==> config.mk <==
export PLATFORM = sky130hd
export DESIGN_NAME = adc_promedio_movil
export DESIGN_NICKNAME = d
export VERILOG_FILES = /design/src/rtl/adc_promedio_movil.sv
export SDC_FILE = /design/constraint.sdc
export NUM_CORES = 1
export LEC_CHECK = 0
export ABC_AREA = 1
export CAP_MARGIN = 20
export CORE_MARGIN = 5
export CORE_UTILIZATION = 65
export CTS_BUF_LIST = sky130_fd_sc_hd__clkbuf_8
export DETAILED_ROUTE_END_ITERATION = 10
export PLACE_DENSITY = 0.94
export SLEW_MARGIN = 10
export SYNTH_ARGS = -nofsm -noshare
export SYNTH_HDL_FRONTEND = slang
export SYNTH_SLANG_ARGS = --single-unit
==> constraint.sdc <==
create_clock -name clk -period 5.7 [get_ports clk]
set_clock_uncertainty 0.1 [all_clocks]
set_input_delay 1.71 -clock clk [delete_from_list [all_inputs] [get_ports clk]]
set_output_delay 1.71 -clock clk [all_outputs]
set_load 0.02 [all_outputs]
==> src/rtl/adc_promedio_movil.sv <==
// Sliding-window average of ADC samples over 2^LOG2_N entries.
// Asynchronous sample flag is synchronized and edge-detected on clk.
module adc_promedio_movil #(
  parameter int WIDTH  = 12,
  parameter int LOG2_N = 3
) (
  input  logic             clk,
  input  logic             rst,
  input  logic             clr,
  input  logic [WIDTH-1:0] dato_in,
  input  logic             listo_in,
  output logic [WIDTH-1:0] prom_out,
  output logic             prom_valid,
  output logic             ventana_llena,
  output logic             overrun
);

  localparam int N  = 1 << LOG2_N;
  localparam int SW = WIDTH + LOG2_N;

  localparam logic [LOG2_N:0]   NC      = {1'b1, {LOG2_N{1'b0}}};
  localparam logic [LOG2_N:0]   CNT_ONE = 1;
  localparam logic [LOG2_N-1:0] PTR_ONE = 1;

  typedef enum logic [1:0] {
    IDLE,
    READ,
    UPDATE,
    OUT
  } state_t;

  state_t            state_q;
  logic              s1_q, s2_q, s3_q;
  logic [LOG2_N-1:0] ptr_q;
  logic [LOG2_N:0]   cnt_q, cnt_d;
  logic [SW-1:0]     sum_q, sum_d;
  logic [WIDTH-1:0]  muestra_q, rd_q, viejo;
  logic [WIDTH-1:0]  prom_q;
  logic              valid_q, llena_q, ovr_q;
  logic              strobe, full, wr_en;
  logic [WIDTH-1:0]  mem_q [N];

  assign strobe = s2_q & ~s3_q;
  assign full   = (cnt_q == NC);
  assign viejo  = full ? rd_q : '0;
  assign sum_d  = sum_q + SW'(muestra_q) - SW'(viejo);
  assign cnt_d  = full ? cnt_q : cnt_q + CNT_ONE;
  assign wr_en  = (state_q == UPDATE) & ~rst & ~clr;

  always_ff @(posedge clk) begin
    if (rst) begin
      s1_q <= 1'b0;
      s2_q <= 1'b0;
      s3_q <= 1'b0;
    end else begin
      s1_q <= listo_in;
      s2_q <= s1_q;
      s3_q <= s2_q;
    end
  end

  // Buffer contents survive reset; only the bookkeeping is cleared.
  always_ff @(posedge clk) begin
    if (wr_en)
      mem_q[ptr_q] <= muestra_q;
    if (state_q == READ)
      rd_q <= mem_q[ptr_q];
  end

  always_ff @(posedge clk) begin
    if (rst || clr) begin
      state_q   <= IDLE;
      ptr_q     <= '0;
      cnt_q     <= '0;
      sum_q     <= '0;
      muestra_q <= '0;
      prom_q    <= '0;
      valid_q   <= 1'b0;
      llena_q   <= 1'b0;
      ovr_q     <= 1'b0;
    end else begin
      valid_q <= 1'b0;
      if (strobe && state_q != IDLE)
        ovr_q <= 1'b1;
      unique case (state_q)
        IDLE: begin
          if (strobe) begin
            muestra_q <= dato_in;
            state_q   <= READ;
          end
        end
        READ: begin
          state_q <= UPDATE;
        end
        UPDATE: begin
          sum_q   <= sum_d;
          ptr_q   <= ptr_q + PTR_ONE;
          cnt_q   <= cnt_d;
          llena_q <= (cnt_d == NC);
          state_q <= OUT;
        end
        OUT: begin
          if (full) begin
            prom_q  <= sum_q[SW-1:LOG2_N];
            valid_q <= 1'b1;
          end
          state_q <= IDLE;
        end
        default: state_q <= IDLE;
      endcase
    end
  end

  assign prom_out      = prom_q;
  assign prom_valid    = valid_q;
  assign ventana_llena = llena_q;
  assign overrun       = ovr_q;

endmodule

==> out/metrics.yaml <==
logic_synthesis:
  ys_ff_latch: 162
  yosysWarnings: 0
  yosysTopAreaCellShare_pct: 44.2
  postSynthAreaPerCell_um2: 9.87
  synth_nets: 793
  yosysUniqueCellTypes: 35
  seq_area_frac_synth_pct: 59.0
  synth_area_leaders: "edfxtp_1 (44%), dfxtp_1 (15%), nand2_1 (7.5%), inv_1 (7.1%), a21oi_1 (4.3%)"
  synthCells: 743
  yosys.area.top_type: "edfxtp_1"
  netlist_area_um2: 7330
sta:
  fin_hold_ws_ps: 315
  finalCritPeriodShare_pct: 62.7
  slew_viol_final: 0
  finalSetupViolCount: 0
  worst_pin_slew_ps: 1080
  setup_tns_ps: 0
  hold_viol: 0
  fin_crit_ps: 3570
  timing.final.ws_setup_ps: 2130
  rsz0062_at_grt: "no"
  clock.fmax_ghz: 0.280
  max_slew_margin_pct: 27.9
routing:
  vias: 5256
  drtAntennaViolNets: 0
  viasPerCell: 5.68
  drc: 0
  routed_wl_um: 16700
  wl_per_cell_um: 18.0
  drtIter0Drc: 523
  dr.pass1.iters: 5
clock_tree:
  cts_made_buffers: 17
  cts_buffer_depth: 2
  clkSinkCount: 162
  ctsHoldBuffers: 0
  root_buffer: "clkbuf_8"
  postCtsSetupBuffers: 0
  h-tree-depth: 4
  post_cts_resize_count: 0
  cts_tree: "built"
  clk_latency_ps: 450
  cts.clk_slew.worst_paths_ps: 80
worst_setup_path:
  reg2reg_from: "cnt_q[0]"
  cpMaxStageDelayCell: "nor2_1"
  cp_slowest_stage_delay_ps: 930
  path_max_fanout: 12
  crit_chain: "clkdlybuf4s50_1, nor2_2, nand2_1, nor2_1"
  path_delay_family: "simple AND/OR/NAND/NOR gates"
  worstPathArrival_ps: 3550
  crit_type: "primary input to register"
  r2r_cells: 17
  worst-path-stages: 4
  crit_buf_inv: 1
  r2r_end: "sum_q[12]"
  cp.required_ps: 5680
  critPathLaunchType: "primary input"
  end_kind: "register"
  r2r_slack_ps: 2320
final_layout:
  num-fill-cells: 692
  stdcell_count: 925
  area_growth_pct: 10.9
  drive_gt1_share_pct: 6.88
  antenna_cells: 0
  nets: 822
  layout_common_cells: "nand2_1 (147), inv_1 (139), edfxtp_1 (108)"
  layout_commonest_cell: "nand2_1"
die:
  coreArea_um2: 10900
  row_count: 38
  die_x_um: 116
  pin_count: 31
  start_util_pct: 67.0
  die-area_um2: 13500
  dieHeight_um: 116
hold_path:
  hold_start: "s1_q"
  min_delay_worst_endpoint: "s2_q"
  hp-class: "register to register"
  holdPathStages: 2
global_route:
  grt_pass1_wl_um: 26900
  grt_start_max_net_pins: 38
  grt_pass1_vias: 5351
  grt_util_all_layers_pct: 26.6
  antenna_found_initial: 0
  grt_overflow: 0
run_status:
  outcome: "complete, no violations"
pwr:
  vdd_drop_max_mv: 0.185
  power.density_nw_per_um2: 284
  leakage_nw: 3.28
placed_design:
  dp_hpwl_um: 11700
  gp_congestion: 0.978
  io_buffer_count: 30
  dp_cells: 892
  place_ws_ps: 1550
job:
  maxCapViolations: 0
-- metal layers --
| layer | up-vias | GRT usage [%] | part of all wire, % |
|---|---|---|---|
| met5 | - | 0 | 0 |
| met4 | 0 | 12.1 | 3.8 |
| met3 | 41 | 6.37 | 6.7 |
| met2 | 248 | 45.6 | 51 |
| met1 | 2478 | 32.0 | 38 |
| li1 | 2489 | - | - |
-- final cells by class --
class / instances / area [µm²] / area share, %
clock buffers: 17 / 234 / 2.88
clock inverters: 15 / 158 / 1.94
inverters: 148 / 556 / 6.83
multi-input cells: 410 / 2360 / 29.0
flip-flops and latches: 162 / 4320 / 53.2
well taps: 140 / 175 / 2.15
repair buffers: 33 / 330 / 4.06
-- cells in the mapped netlist --
cell and instances:
a211oi_1 1, a21boi_0 1, a21oi_1 63, a221oi_2 3, a22o_1 2, a22oi_1 13
a31oi_1 1, and3_1 1, buf_2 8, buf_4 2, buf_6 2, clkbuf_1 11
clkinv_1 1, dfxtp_1 54, edfxtp_1 108, fa_1 12, ha_1 22, inv_1 138
inv_2 9, nand2_1 147, nand3_1 24, nand3_2 4, nand3b_1 3, nand4_1 12
nor2_1 43, nor3_1 1, nor3_2 2, nor4_1 2, o211ai_1 1, o21a_1 1
o21ai_0 38, o21ai_1 3, or2_1 1, xnor2_1 4, xor2_1 5
-- per-stage QoR --
| step | instance area (µm²) | utilization (%) | power (W) |
|---|---|---|---|
| global route | 8130 | 74.4 | 0.00240 |
| CTS | 8110 | 74.2 | 0.00231 |
| floorplan | 7330 | - | 0.00144 |
| finish | 8130 | 74.4 | 0.00231 |
| global placement | 7720 | 70.6 | 0.00149 |
| detailed placement | 7720 | 70.6 | 0.00150 |
-- state kept, by name, indices dropped and copies added, names as in the netlist --
| signal | cells |
|---|---|
| sum_q | 15 |
| rd_q | 12 |
| cnt_q | 4 |
| muestra_q | 12 |
| prom_valid | 1 |
| prom_out | 12 |
| s1_q | 1 |
| mem_q | 96 |
| overrun | 1 |
| ptr_q | 3 |
| s2_q | 1 |
| state_q | 2 |
| ventana_llena | 1 |
| s3_q | 1 |
-- tightest hold or removal path: cells and delay by family, from the launching register on --
family | cells | cell delay [ps]
buffers and inverters | 1 | 40
and+or+nand+nor | 1 | 30
DFF | 1 | 310
-- where the power goes --
| group | internal [W] | leakage (nW) | switching (W) |
|---|---|---|---|
| clock network | 0.000394 | 0.202 | 0.000430 |
| registers | 0.00125 | 1.41 | 0.0000118 |
| logic | 0.0000767 | 1.67 | 0.000139 |
| total | 0.00172 | 3.28 | 0.000582 |
-- kinds of logic (layout without fill, tap and decap cells) --
kind of cell    after synthesis  count (layout)  synth area share, %
simple gates                240             240                 13.9
buf+inv                     171             213                 9.20
flops                       162             162                 59.0
compound gates              127             127                 9.78
fa+ha+maj                    34              34                 7.03
xor+xnor                      9               9                 1.08
-- worst max path at each step --
| stage | startpoint | to | slack [ps] |
|---|---|---|---|
| 2_1_floorplan | rst | mem_q[2][0] | 1840 |
| 5_1_grt | rst | mem_q[5][10] | 2030 |
| 3_5_place_dp | rst | mem_q[4][0] | 1550 |
| 3_3_place_gp | rst | mem_q[4][0] | 1680 |
| 4_1_cts | rst | mem_q[4][4] | 2020 |
| 6_report | rst | mem_q[5][10] | 2130 |
(Power assumes the default switching activity.)
